--- src/rtl/uart_pkg.sv ---
// Shared UART package: data/frame widths, FIFO depth and byte helpers used
// by the transmitter, receiver and transmit FIFO.
package uart_pkg;

    localparam int UART_DATA_W     = 8;
    localparam int UART_FRAME_W    = 11;
    localparam int UART_FIFO_DEPTH = 8;

    typedef logic [UART_DATA_W-1:0] uart_byte_t;

    // Even parity of one data byte (shared by transmitter and receiver framing)
    function automatic logic uart_byte_parity(input uart_byte_t b);
        return ^b;
    endfunction

endpackage

--- src/rtl/uart_fifo_mem.sv ---
// Simple dual-port byte array for the UART FIFOs: one synchronous write
// port and an asynchronous read address. The read data is registered by
// the parent, so this block holds storage only. Contents are never reset.
module uart_fifo_mem
    import uart_pkg::*;
#(
    parameter int DEPTH  = UART_FIFO_DEPTH,
    parameter int ADDR_W = 3
) (
    input  logic                   clk,
    input  logic                   we,
    input  logic [ADDR_W-1:0]      waddr,
    input  logic [UART_DATA_W-1:0] wdata,
    input  logic [ADDR_W-1:0]      raddr,
    output logic [UART_DATA_W-1:0] rdata
);

    logic [UART_DATA_W-1:0] mem_r [DEPTH];

    // Store the accepted byte at the write address
    always_ff @(posedge clk) begin
        if (we) begin
            mem_r[waddr] <= wdata;
        end
    end

    assign rdata = mem_r[raddr];

endmodule

--- src/rtl/uart_tx_fifo.sv ---
// Transmit byte FIFO feeding the UART transmitter. Bytes enter through a
// valid/ready handshake and leave one per baud-generator slot (intx) with a
// one-cycle tx_load strobe on a registered data_out.
// Optional feature: define UART_TX_FIFO_OVF_EN to build the sticky
// overflow flag; otherwise overflow is tied low.
module uart_tx_fifo
    import uart_pkg::*;
#(
    parameter int DEPTH  = UART_FIFO_DEPTH,
    parameter int ADDR_W = 3
) (
    input  logic                   clk,
    input  logic                   reset,
    input  logic [UART_DATA_W-1:0] wr_data,
    input  logic                   wr_valid,
    output logic                   wr_ready,
    input  logic                   intx,
    output logic [UART_DATA_W-1:0] data_out,
    output logic                   tx_load,
    output logic                   empty,
    output logic                   full,
    output logic [ADDR_W:0]        count,
    output logic                   overflow
);

    localparam logic [ADDR_W:0]   COUNT_FULL = (ADDR_W+1)'(DEPTH);
    localparam logic [ADDR_W:0]   COUNT_ONE  = (ADDR_W+1)'(1);
    localparam logic [ADDR_W-1:0] PTR_ONE    = ADDR_W'(1);

    logic [ADDR_W-1:0]      wr_ptr_r;
    logic [ADDR_W-1:0]      rd_ptr_r;
    logic [ADDR_W:0]        count_r;
    logic [UART_DATA_W-1:0] data_out_r;
    logic                   tx_load_r;
    logic [UART_DATA_W-1:0] rd_data_s;
    logic                   empty_s;
    logic                   full_s;
    logic                   push_s;
    logic                   pop_s;

    // Status flags come from the registered occupancy only, so a same-cycle
    // pop never opens space for a write on a full FIFO.
    assign empty_s = (count_r == {(ADDR_W+1){1'b0}});
    assign full_s  = (count_r == COUNT_FULL);

    // Handshake qualification: accept when not full, release when a slot
    // tick arrives and a byte is already stored (a same-cycle push waits).
    always_comb begin
        push_s = 1'b0;
        pop_s  = 1'b0;
        if (wr_valid && !full_s) begin
            push_s = 1'b1;
        end else begin
            push_s = 1'b0;
        end
        if (intx && !empty_s) begin
            pop_s = 1'b1;
        end else begin
            pop_s = 1'b0;
        end
    end

    uart_fifo_mem #(
        .DEPTH  (DEPTH),
        .ADDR_W (ADDR_W)
    ) u_mem (
        .clk   (clk),
        .we    (push_s),
        .waddr (wr_ptr_r),
        .wdata (wr_data),
        .raddr (rd_ptr_r),
        .rdata (rd_data_s)
    );

    // Write pointer advances on every accepted byte
    always_ff @(posedge clk or posedge reset) begin
        if (reset) begin
            wr_ptr_r <= {ADDR_W{1'b0}};
        end else if (push_s) begin
            wr_ptr_r <= wr_ptr_r + PTR_ONE;
        end
    end

    // Read pointer, registered output byte and load strobe on each pop
    always_ff @(posedge clk or posedge reset) begin
        if (reset) begin
            rd_ptr_r   <= {ADDR_W{1'b0}};
            data_out_r <= 8'h00;
            tx_load_r  <= 1'b0;
        end else if (pop_s) begin
            rd_ptr_r   <= rd_ptr_r + PTR_ONE;
            data_out_r <= rd_data_s;
            tx_load_r  <= 1'b1;
        end else begin
            tx_load_r  <= 1'b0;
        end
    end

    // Occupancy: simultaneous push and pop cancel out
    always_ff @(posedge clk or posedge reset) begin
        if (reset) begin
            count_r <= {(ADDR_W+1){1'b0}};
        end else if (push_s && !pop_s) begin
            count_r <= count_r + COUNT_ONE;
        end else if (pop_s && !push_s) begin
            count_r <= count_r - COUNT_ONE;
        end
    end

`ifdef UART_TX_FIFO_OVF_EN
    logic overflow_r;

    // Sticky flag: remembers any write offered while the FIFO was full
    always_ff @(posedge clk or posedge reset) begin
        if (reset) begin
            overflow_r <= 1'b0;
        end else if (wr_valid && full_s) begin
            overflow_r <= 1'b1;
        end
    end

    assign overflow = overflow_r;
`else
    assign overflow = 1'b0;
`endif

    assign wr_ready = !full_s;
    assign empty    = empty_s;
    assign full     = full_s;
    assign count    = count_r;
    assign data_out = data_out_r;
    assign tx_load  = tx_load_r;

endmodule

--- config.mk ---
export PLATFORM = sky130hd
export DESIGN_NAME = uart_tx_fifo
export DESIGN_NICKNAME = d
export VERILOG_FILES = /design/src/rtl/uart_pkg.sv /design/src/rtl/uart_fifo_mem.sv /design/src/rtl/uart_tx_fifo.sv
export SDC_FILE = /design/constraint.sdc
export NUM_CORES = 1
export LEC_CHECK = 0
export ABC_AREA = 1
export CAP_MARGIN = 20
export CELL_PAD_IN_SITES_DETAIL_PLACEMENT = 1
export CELL_PAD_IN_SITES_GLOBAL_PLACEMENT = 1
export CORE_MARGIN = 4
export CORE_UTILIZATION = 38
export CTS_CLUSTER_SIZE = 24
export DETAILED_ROUTE_END_ITERATION = 8
export PLACE_DENSITY = 0.71
export SYNTH_ARGS = -nofsm -noshare
export SYNTH_HDL_FRONTEND = slang
export SYNTH_SLANG_ARGS = --single-unit
--- constraint.sdc ---
create_clock -name clk -period 3.1 [get_ports clk]
set_clock_uncertainty 0.2 [all_clocks]
set_input_delay 0.465 -clock clk [delete_from_list [all_inputs] [get_ports clk]]
set_output_delay 0.465 -clock clk [all_outputs]
set_load 0.02 [all_outputs]
==> Word level (Yosys, flattened, before mapping) <==
Memory sizes are Yosys's and may differ from the RTL's. A register that Yosys moved wholly into a read port is not among the register bits.
Index checks and enable logic that the tools add are counted.
{ "word_totals": {"ff_bits": 11, "ramBits": 64, "input_bits": 12, "wordCells": 27, "n_memories": 1} }
{ "mem_list": {"columns": ["name", "words", "width", "read_ports", "rd_clocked_by_memory_dff", "wr", "line", "source"], "rows": [
  ["u_mem.mem_r", 8, 8, 1, 1, 1, "uart_fifo_mem.sv:18", "logic [UART_DATA_W-1:0] mem_r [DEPTH];"]
]} }
{ "classes": {"n_addsub": 4, "eq_ne": 1, "muxes": 7, "reduce_logical": 10} }
{ "ops": {"columns": ["cell", "n"], "rows": [
  ["2-to-1 mux 4 bit", 2],
  ["adder 3 x 1 -> 3 bit (second input constant)", 2],
  ["2-to-1 mux 1 bit", 5],
  ["adder 4 x 1 -> 4 bit (second input constant)", 1],
  ["equality test 4 bit (second input constant)", 1],
  ["logical AND 1 bit", 4],
  ["zero test 1 bit", 4],
  ["zero test 4 bit", 1],
  ["subtractor 4 x 1 -> 4 bit (second input constant)", 1],
  ["nonzero test 2 bit", 1]
]} }

==> Logic depth before layout (Yosys ltp) <==
{ "logic_depth": {"depth_word": 8, "mapped_depth": 14, "mapped_depth_nobuf": 14} }

==> Cells and area by module <==
A second synthesis with hierarchy kept.
{ "hier_totals": {"cells_unflattened": 399, "hier_area_um2": 3839.9} }
{ "by_module_without_submodules": {"columns": ["mod", "instances", "cells_each", "area_each_um2", "seq_area_each_um2"], "rows": [
  ["uart_fifo_mem", 1, 295, 2890.3, 1921.8],
  ["uart_tx_fifo", 1, 104, 949.7, 475.5]
]} }

==> Worst setup path before layout <==
OpenSTA, ideal clock, no wires.
{ "synth_path": {"path_kind": "register -> register", "start": "register count_r[0] (netlist: count[0])", "end": "register count_r[3] (netlist: count[3])", "setup_time_ns": 0.117, "arrival_time_ns": 2.103, "required_time_ns": 2.783, "path_slack_ns": 0.680, "path_stages_with_launch": 13, "n_path_buf": 0, "period_less_slack_ns": 2.420, "path_cell_list": "dfrtp_1 > nor2_2 > nand3_2 > nand2_2 > inv_2 > ha_1 > inv_1 > ha_1 > or2_2 > nand3_1 > nand2_1 > nand2_1 > nand2_1"} }
{ "synth_between": {"elab_chain_len": 7} }
{ "synth_lines": {"columns": ["item", "line", "source"], "rows": [
  ["start, declared", "uart_tx_fifo.sv:32", "logic [ADDR_W:0] count_r;"],
  ["start signal, assigned", "uart_tx_fifo.sv:102", "count_r <= {(ADDR_W+1){1'b0}};"],
  ["start signal, assigned", "uart_tx_fifo.sv:104", "count_r <= count_r + COUNT_ONE;"],
  ["start signal, assigned", "uart_tx_fifo.sv:106", "count_r <= count_r - COUNT_ONE;"],
  ["equality test 4 bit (*)", "uart_tx_fifo.sv:44", "assign full_s = (count_r == COUNT_FULL);"],
  ["zero test 1 bit (*)", null, null],
  ["net wr_ready", "uart_tx_fifo.sv:16", "output logic wr_ready,"],
  ["logical AND 1 bit (*)", "uart_tx_fifo.sv:51", "if (wr_valid && !full_s) begin"],
  ["2-to-1 mux 1 bit (*)", "uart_tx_fifo.sv:51", null],
  ["net push_s", "uart_tx_fifo.sv:38", "logic push_s;"],
  ["zero test 1 bit", "uart_tx_fifo.sv:105", "end else if (pop_s && !push_s) begin"],
  ["logical AND 1 bit", "uart_tx_fifo.sv:105", null],
  ["nonzero test 2 bit (no source line)", null, null]
]} }
Mark *: on every way through the listed nets, which the timed path passes. The rest lies on a longest branch. The select of a mux whose other input is x is not followed.
A chain may end at the register's enable or synchronous reset.

==> Worst setup path after layout <==
{ "layout_path": {"start": "register count_r[0] (netlist: count[0])", "end": "output port full"} }
{ "layout_between": {"elab_chain_len": 1} }
{ "layout_lines": {"columns": ["item", "line", "source"], "rows": [
  ["equality test 4 bit", "uart_tx_fifo.sv:44", null],
  ["end, declared", "uart_tx_fifo.sv:21", "output logic full,"]
]} }
Every way passes these cells.

==> impl_metrics.ini <==
[status]
status = finished clean

[place]
io_buffers = 27
place_inst = 516
place_congestion = 0.7809
hpwl_mm = 5.582

[yosys]
syn_avg_cell_area_sq_um = 10.41
synth_warnings = 0
ys_seq_area_share_pct = 63.26
synth_cell_types = 26
syn_area_sq_mm = 0.003790
ys_ff_latch = 83
synth_nets = 382
postSynthCellCount = 364

[timing]
fin_setup_tns_ns = 0
rsz0062_at_grt = no
period_minus_slack_ns = 2.451
hold_violations = 0
fmax_mhz = 408.0
tightestPinTransition_ns = 0.7402
setup_violations = 0
min_period_over_period_pct = 79.06
slew_violations = 0
slew_headroom_pct = 50.60

[cells_and_area]
ff_latch_area_sq_mm = 0.002397
final_core_util_pct = 44.11
fill_cells = 1106
syn_to_final_growth_pct = 13.24
multi_input_area_sq_mm = 0.001025
drive_gt1_share_pct = 12.31
fin_nets = 412
instances_no_fill = 531
diodes = 0

[routing]
antenna_left = 0
via_per_inst = 4.620
drt_drc_violations_left = 0
firstDrtPassIters = 4
num_vias = 2453
dr.first_iter.drc_count = 51
wl_per_cell_um = 15.37
wirelength_mm = 8.163

[floorplanning]
die_w_um = 107.9
die_h_um = 107.9
num_rows = 36
core_sq_mm = 0.009729
die_area_sq_mm = 0.01163
start_util_pct = 38.95
pin_count = 29

[global_routing]
grt_max_degree = 34
antenna_found_initial = 0
grt_pass1_wl_mm = 13.03
grt_usage_pct = 15.21
grt.overflow.total = 0
grt_pass1_vias = 2492

[critical_path]
startpoint_type = flop
path_max_fanout = 5
path_class = flop to output port
worstSetupEndpointType = output port
arrival_ns = 1.79
worstPathRequired_ns = 2.43

[cts]
cts_tree = done
cts_resized = 0
clkLatencyLatePin_ns = 0.34
postCtsSetupBuffers = 0
numCtsBuffers = 9
cts_root_buf = clkbuf_8
clock_sinks = 83
cts_hold_buf = 0
htree_levels = 3
path_clk_slew_ns = 0.08
cts_buffer_depth = 2

[power_and_ir_drop]
powerDensity_mw_per_mm2 = 898.6
ir_drop_mv = 0.3961
leakagePower_nw = 1.873

[worst_hold_path]
hp-class = flop to flop

[run]
maxCapViolCount = 0
==> worst paths after layout <==
check	from	cells past startpoint	end	slack, ns
hold / removal	data_out[2]$_DFFE_PP0P_	2	data_out[2]$_DFFE_PP0P_	0.29
setup / recovery	count[0]$_DFFE_PP0P_	4	full	0.65
hold reg to reg	data_out[2]$_DFFE_PP0P_	2	data_out[2]$_DFFE_PP0P_	0.29
min in group asynchronous	reset	2	data_out[5]$_DFFE_PP0P_	0.34
max in group asynchronous	reset	2	data_out[4]$_DFFE_PP0P_	1.89
setup reg to reg	count[0]$_DFFE_PP0P_	12	count[3]$_DFFE_PP0P_	0.68
==> through the flow <==
step	total power, mW	hold WS [ns]	setup WS, ns	area, sq um
4_1_cts	3.913	0.2981	0.6163	4292
3_3_place_gp	3.207	0.2775	0.5460	4141
6_report	3.857	0.2947	0.6492	4292
5_1_grt	4.147	0.3260	0.4831	4292
2_1_floorplan	2.796	0.2161	0.6804	3790
3_5_place_dp	3.278	0.2776	0.4873	4141
==> sequential cells by signal, summed over array words and instances, names as in the netlist <==
name and count:
u_mem.mem_r 64, data_out 8, count 4, rd_ptr_r 3
wr_ptr_r 3, tx_load 1
==> power by group <==
part	leakage, nW	total (mW)	switching [mW]	internal (mW)
registers	0.811	1.63	0.181	1.45
clock network	0.0719	0.631	0.352	0.279
logic	0.990	1.59	1.00	0.588
==> critical path, cell delays in order, from the launching register on <==
cell	delay, ns
dfrtp_1	0.46
nor2_2	0.19
nand3_2	0.12
inv_1	0.08
clkdlybuf4s50_1	0.59
==> synth_stat cells (all sizes together) <==
| cell type | n | share of area (%) |
|---|---|---|
| buf | 14 | 3.4 |
| conb | 1 | 0.099 |
| dfrtp | 19 | 13 |
| edfxtp | 64 | 51 |
| fa | 1 | 0.53 |
| ha | 5 | 1.7 |
| inv | 62 | 6.3 |
| nand2 | 125 | 13 |
| nand3 | 53 | 8.3 |
| nor2 | 10 | 1.3 |
| o21ai | 4 | 0.63 |
| or2 | 2 | 0.40 |
| xnor2 | 3 | 0.69 |
| xor2 | 1 | 0.23 |
==> logic make-up after synthesis <==
group           synth area share (%)
buf+inv                        9.706
other cells                  0.09895
flops                          63.26
compound gates                0.6272
simple gates                   23.21
xor+xnor                      0.9246
fa+ha+maj                      2.179
==> placed cells by master (no fill, tap or decap), drive strengths merged <==
master           n
nor2            10
nand3           53
buf              6
edfxtp          64
nand2          125
dfrtp           19
clkbuf          11
fa               1
clkinvlp         1
clkinv           3
inv             62
ha               5
conb             1
xnor2            3
o21ai            4
clkdlybuf4s50   27
or2              2
xor2             1
==> per-layer routing <==
layer | vias to the layer above | routed length (um) | GRT usage, %
met1 | 1193 | 3594 | 18.46
met2 | 36 | 4131 | 26.42
met4 | 0 | 187 | 7.214
met5 | - | 0 | 0
li1 | 1213 | - | -
met3 | 11 | 250 | 2.280
==> cell type report <==
cell class	count	share of cell area, %
multi-input cells	205	23.88
flip-flops and latches	83	55.86
repair buffers	33	7.347
inverters	62	5.539
clock buffers	11	3.061
clock inverters	4	0.4373
well taps	133	3.878
Note: power is estimated with default switching activity, not from simulation.
==> edit 1: new RTL, config.mk and constraints unchanged <==
The option `UART_TX_FIFO_OVF_EN` is turned on by a define.
--- a/src/rtl/uart_tx_fifo.sv
+++ b/src/rtl/uart_tx_fifo.sv
@@ -3,6 +3,8 @@
 // one-cycle tx_load strobe on a registered data_out.
 // Optional feature: define UART_TX_FIFO_OVF_EN to build the sticky
 // overflow flag; otherwise overflow is tied low.
+`define UART_TX_FIFO_OVF_EN
+
 module uart_tx_fifo
     import uart_pkg::*;
 #(
Function: changed (Yosys sat finds a counterexample within 10 cycles, from zero or initial values and one cycle with reset high).
==> edit 1 against the original RTL <==
- sequential cell count grew 1
- combinational power increased by 3%
- wire length grew 1.5%
- non-clock buffer count increased by 1
- area after synthesis increased by 0.56%
- setup slack lost 0.016 ns
- design area grew 3.0%
- power up 9.0%
==> edit 1: results (changes against the original RTL) <==
Run status
  – Outcome: complete, no violations (unchanged)

Final layout
  – Finished Layout Cells: 534 (was 531)
  – N_diodes: 0 (unchanged)
  – Nets: 414 (was 412)
  – Layout cells sized above 1: 13.2% (was 12.3%)
  – Layout fillers: 1,108 (was 1,106)

Synthesis
  – Area share of fa/ha/maj cells after synthesis: 2.17% (was 2.18%)
  – Xor/xnor share of the synthesized area: 0.919% (was 0.924%)
  – Top cells by count, synth: 115 x nand2_1, 64 x edfxtp_1, 57 x inv_1 (unchanged)
  – Top cells by area, synth: edfxtp_1 50%, dfrtp_1 13%, nand2_1 11% (was edfxtp_1 51%, dfrtp_1 13%, nand2_1 11%)
  – Asr flop ratio synth: 23.8% (was 22.9%)
  – Cells after Synth: 364 (unchanged)
  – Compound-Gate Fraction of Synth Area: 0.821% (was 0.627%)

Placed design
  – IO buf count: 28 (was 27)
  – HPWL after detailed placement: 5.48 mm (was 5.58 mm)
  – Placement Setup Slack: 0.461 ns (was 0.487 ns)
  – Cells after DPL: 518 (was 516)
  – Cell Area, Placed: 4180 um2 (was 4140 um2)
  – Routability congestion estimate: 0.788 (was 0.781)

Global route
  – Total GRT Usage: 15.9% (was 15.2%)
  – Global-route wire length before repair: 13.7 mm (was 13.0 mm)
  – Vias in the first global route: 2,581 (was 2,492)
  – Largest net degree at the start of global routing: 35 (was 34)

Worst setup path
  – Worst reg2reg path depth: 13 (was 12)

Clock network
  – Worst-skew pair later-pin latency: 0.36 ns (was 0.34 ns)
  – Clock-pin slew on the worst setup and hold paths: 0.08 ns (about the same)

Route
  – DRT iter0 DRCs: 136 (was 51)
  – Routed via count: 2,459 (was 2,453)
  – Total Wirelength: 8.29 mm (was 8.16 mm)

Timing
  – Slew margin rel.: 49.4% (was 50.6%)
  – Tmin final: 2.47 ns (was 2.45 ns)

Power and ir drop
  – Peak supply drop: 362 uV (was 396 uV)
  – Lkg Pwr: 1.94 nW (was 1.87 nW)
  – Sw frac: 37.9% (was 39.8%)
==> edit 1: cell types whose count changed after synthesis, sizes merged <==
cell and delta:
a21o +1, conb -1, dfrtp +1, buf -1
==> edit 1: logic make-up after synthesis <==
logic type               count (synthesis)
flip-flops                              84
buffers and inverters                   75
AND/OR/NAND/NOR                        190
adder cells (fa/ha/maj)                  6
AO/OA/AOI/OAI                            5
XOR/XNOR                                 4
==> edit 1: worst min-delay path by stage <==
stage              from  endpoint  slack, ns  cells after the start
2_1_floorplan     reset  count[0]       0.23                      1
3_3_place_gp   overflow  overflow       0.24                      1
3_5_place_dp   overflow  overflow       0.25                      1
4_1_cts        overflow  overflow       0.26                      1
5_1_grt        overflow  overflow       0.31                      1
6_report       overflow  overflow       0.26                      1
==> edit 1: power by group through the flow <==
| stage | combinational [mW] | clock [mW] | sequential, mW |
|---|---|---|---|
| 2_1_floorplan | 1.12 | 0 | 1.71 |
| 3_3_place_gp | 1.62 | 0 | 1.64 |
| 3_5_place_dp | 1.67 | 0 | 1.65 |
| 4_1_cts | 1.68 | 0.960 | 1.62 |
| 5_1_grt | 1.87 | 1.01 | 1.65 |
| 6_report | 1.64 | 0.939 | 1.62 |
==> edit 1: routing by layer <==
metal	GRT usage [%]	wire (um)	vias up
met2	25.7	4170	37
li1	-	-	1219
met1	20.3	3610	1194
met4	6.49	113	0
met5	0	0	-
met3	4.18	392	9
==> edit 1: cell type report <==
cell class,instances,area [um2],area share [%]
tap,133,166,3.77
inverter,62,238,5.38
clock buffer,10,128,2.89
sequential,84,2420,54.8
multi-input combinational,205,1030,23.3
clock inverter,6,111,2.52
timing repair buffer,34,325,7.36
==> edit 1: worst max-delay path, delay by kind of cell (launching register included) <==
kind                   cells  cell delay, ns
buffers and inverters      2            0.69
flip-flops                 1            0.46
AND/OR/NAND/NOR            2            0.30
==> edit 2: new RTL, same flow settings <==
Made on the original files. Put one more register stage on the output `count`. The value now appears one clock later. The other outputs are not delayed to match.
--- a/src/rtl/uart_tx_fifo.sv
+++ b/src/rtl/uart_tx_fifo.sv
@@ -127,7 +127,9 @@
     assign wr_ready = !full_s;
     assign empty    = empty_s;
     assign full     = full_s;
-    assign count    = count_r;
+    always_ff @(posedge clk) begin
+        count <= count_r;
+    end
     assign data_out = data_out_r;
     assign tx_load  = tx_load_r;
 
Behaviour: not the same (Yosys sat finds a counterexample within 4 cycles, from zero or initial values and one cycle with reset high).
==> edit 2 against the original RTL <==
- sequential cell count increased by 4
- area after synthesis is 2.2% higher
- highest routed layer unchanged
- wire length increased by 8.4%
- register-to-register slack got worse by 0.05 ns
- combinational power fell by 3%
- power rose by 6.0%
- first-iteration DRC count rose by 75%
- design area is 2.5% higher
- critical endpoint is now count_r[3]
- largest power group unchanged
- setup slack got worse by 0.021 ns
==> edit 2: results (changes against the original RTL) <==
Worst setup path
  – Max FO, Critical Path: 11 (was 5)
  – Critical Path AT: 2.57 ns (was 1.79 ns)
  – R2r setup slk: 0.63 ns (was 0.68 ns)
  – Max stage delay on crit path: 0.47 ns (was 0.59 ns)
  – Crit-path slowest cell: dfrtp_1 (was clkdlybuf4s50_1)

Run status
  – Outcome: complete, no violations (unchanged)

Synthesis
  – Netlist cell types: 24 (was 26)
  – Top cells by count, synth: 123 x nand2_1, 64 x edfxtp_1, 58 x inv_1 (was 115 x nand2_1, 64 x edfxtp_1, 57 x inv_1)
  – Post-synth net total: 386 (was 382)
  – Top cells by area, synth: edfxtp_1 50%, dfrtp_1 12%, nand2_1 12% (was edfxtp_1 51%, dfrtp_1 13%, nand2_1 11%)
  – Syn Std Cell Area: 3870 um2 (was 3790 um2)
  – Sequential share of the synthesized area: 64.0% (was 63.3%)

Timing
  – Worst-Margin Slew: 0.866 ns (was 0.740 ns)
  – Fin Hold WS: 0.256 ns (was 0.295 ns)
  – Fmax: 0.405 GHz (was 0.408 GHz)

Clock network
  – Worst-skew pair later-pin latency: 0.36 ns (was 0.34 ns)

Route
  – Routed via count: 2,514 (was 2,453)
  – Wire per inst: 16.5 um (was 15.4 um)

Final layout
  – Layout cells sized above 1: 10.7% (was 12.3%)
  – Layout fillers: 1,091 (was 1,106)
  – Nets: 416 (was 412)

Power and ir drop
  – Peak supply drop: 398 uV (was 396 uV)
  – Lkg Pwr: 1.93 nW (was 1.87 nW)

Placed design
  – HPWL after detailed placement: 5.65 mm (was 5.58 mm)

Global route
  – Global-route wire length before repair: 14.3 mm (was 13.0 mm)
  – Total GRT Usage: 16.4% (was 15.2%)
[edit 2: changes by cell type after synthesis, moves of 2 or more]
cell     unedited run  this run
nand2_2             9         0
buf_2               4         1
inv_2               3         0
buf_4               3         6
nand2_1           115       123
o21ai_0             2         4
dfxtp_1             0         4
[edit 2: layout make-up]
class / count / share of cell area [%]
repair buffers: 33 / 7.17
multi-input cells: 205 / 23.1
flip-flops and latches: 87 / 56.3
clock inverters: 4 / 1.08
inverters: 62 / 5.46
clock buffers: 12 / 3.07
well taps: 133 / 3.78
[edit 2: cell families (layout without fill, tap and decap cells)]
family	count (synthesis)	in the layout	synth area share, %
simple gates	190	190	22.4
flops	87	87	64.0
buf+inv	76	111	9.75
fa+ha+maj	6	6	2.13
compound gates	4	4	0.517
xor+xnor	4	4	1.10
other cells	1	1	0.0968
[edit 2: where the power goes]
part	total (mW)	internal (mW)	switching, mW
combinational	1.55	0.574	0.974
sequential	1.78	1.52	0.252
clock	0.764	0.371	0.393
[edit 2: final timing paths]
path	start	end	depth (start not counted)
setup / recovery	count_r[0]	count_r[3]	12
hold / removal	count_r[2]	count[2]	0
setup reg to reg	count_r[0]	count_r[3]	12
hold reg to reg	count_r[2]	count[2]	0
max in group asynchronous	reset	data_out[1]	2
min in group asynchronous	reset	tx_load	2
[edit 2: through the flow]
step,std cells,cell area (um2)
after floorplan,368,3870
after global placement,520,4220
after detailed placement,520,4220
after CTS,536,4400
after global routing,536,4400
final,536,4400
[edit 2: metal layers]
metal  track usage (%)  share of wire, %
met5                 0                 0
met4              5.05               1.2
met3              3.26               3.0
met2              27.9                50
met1              21.1                46
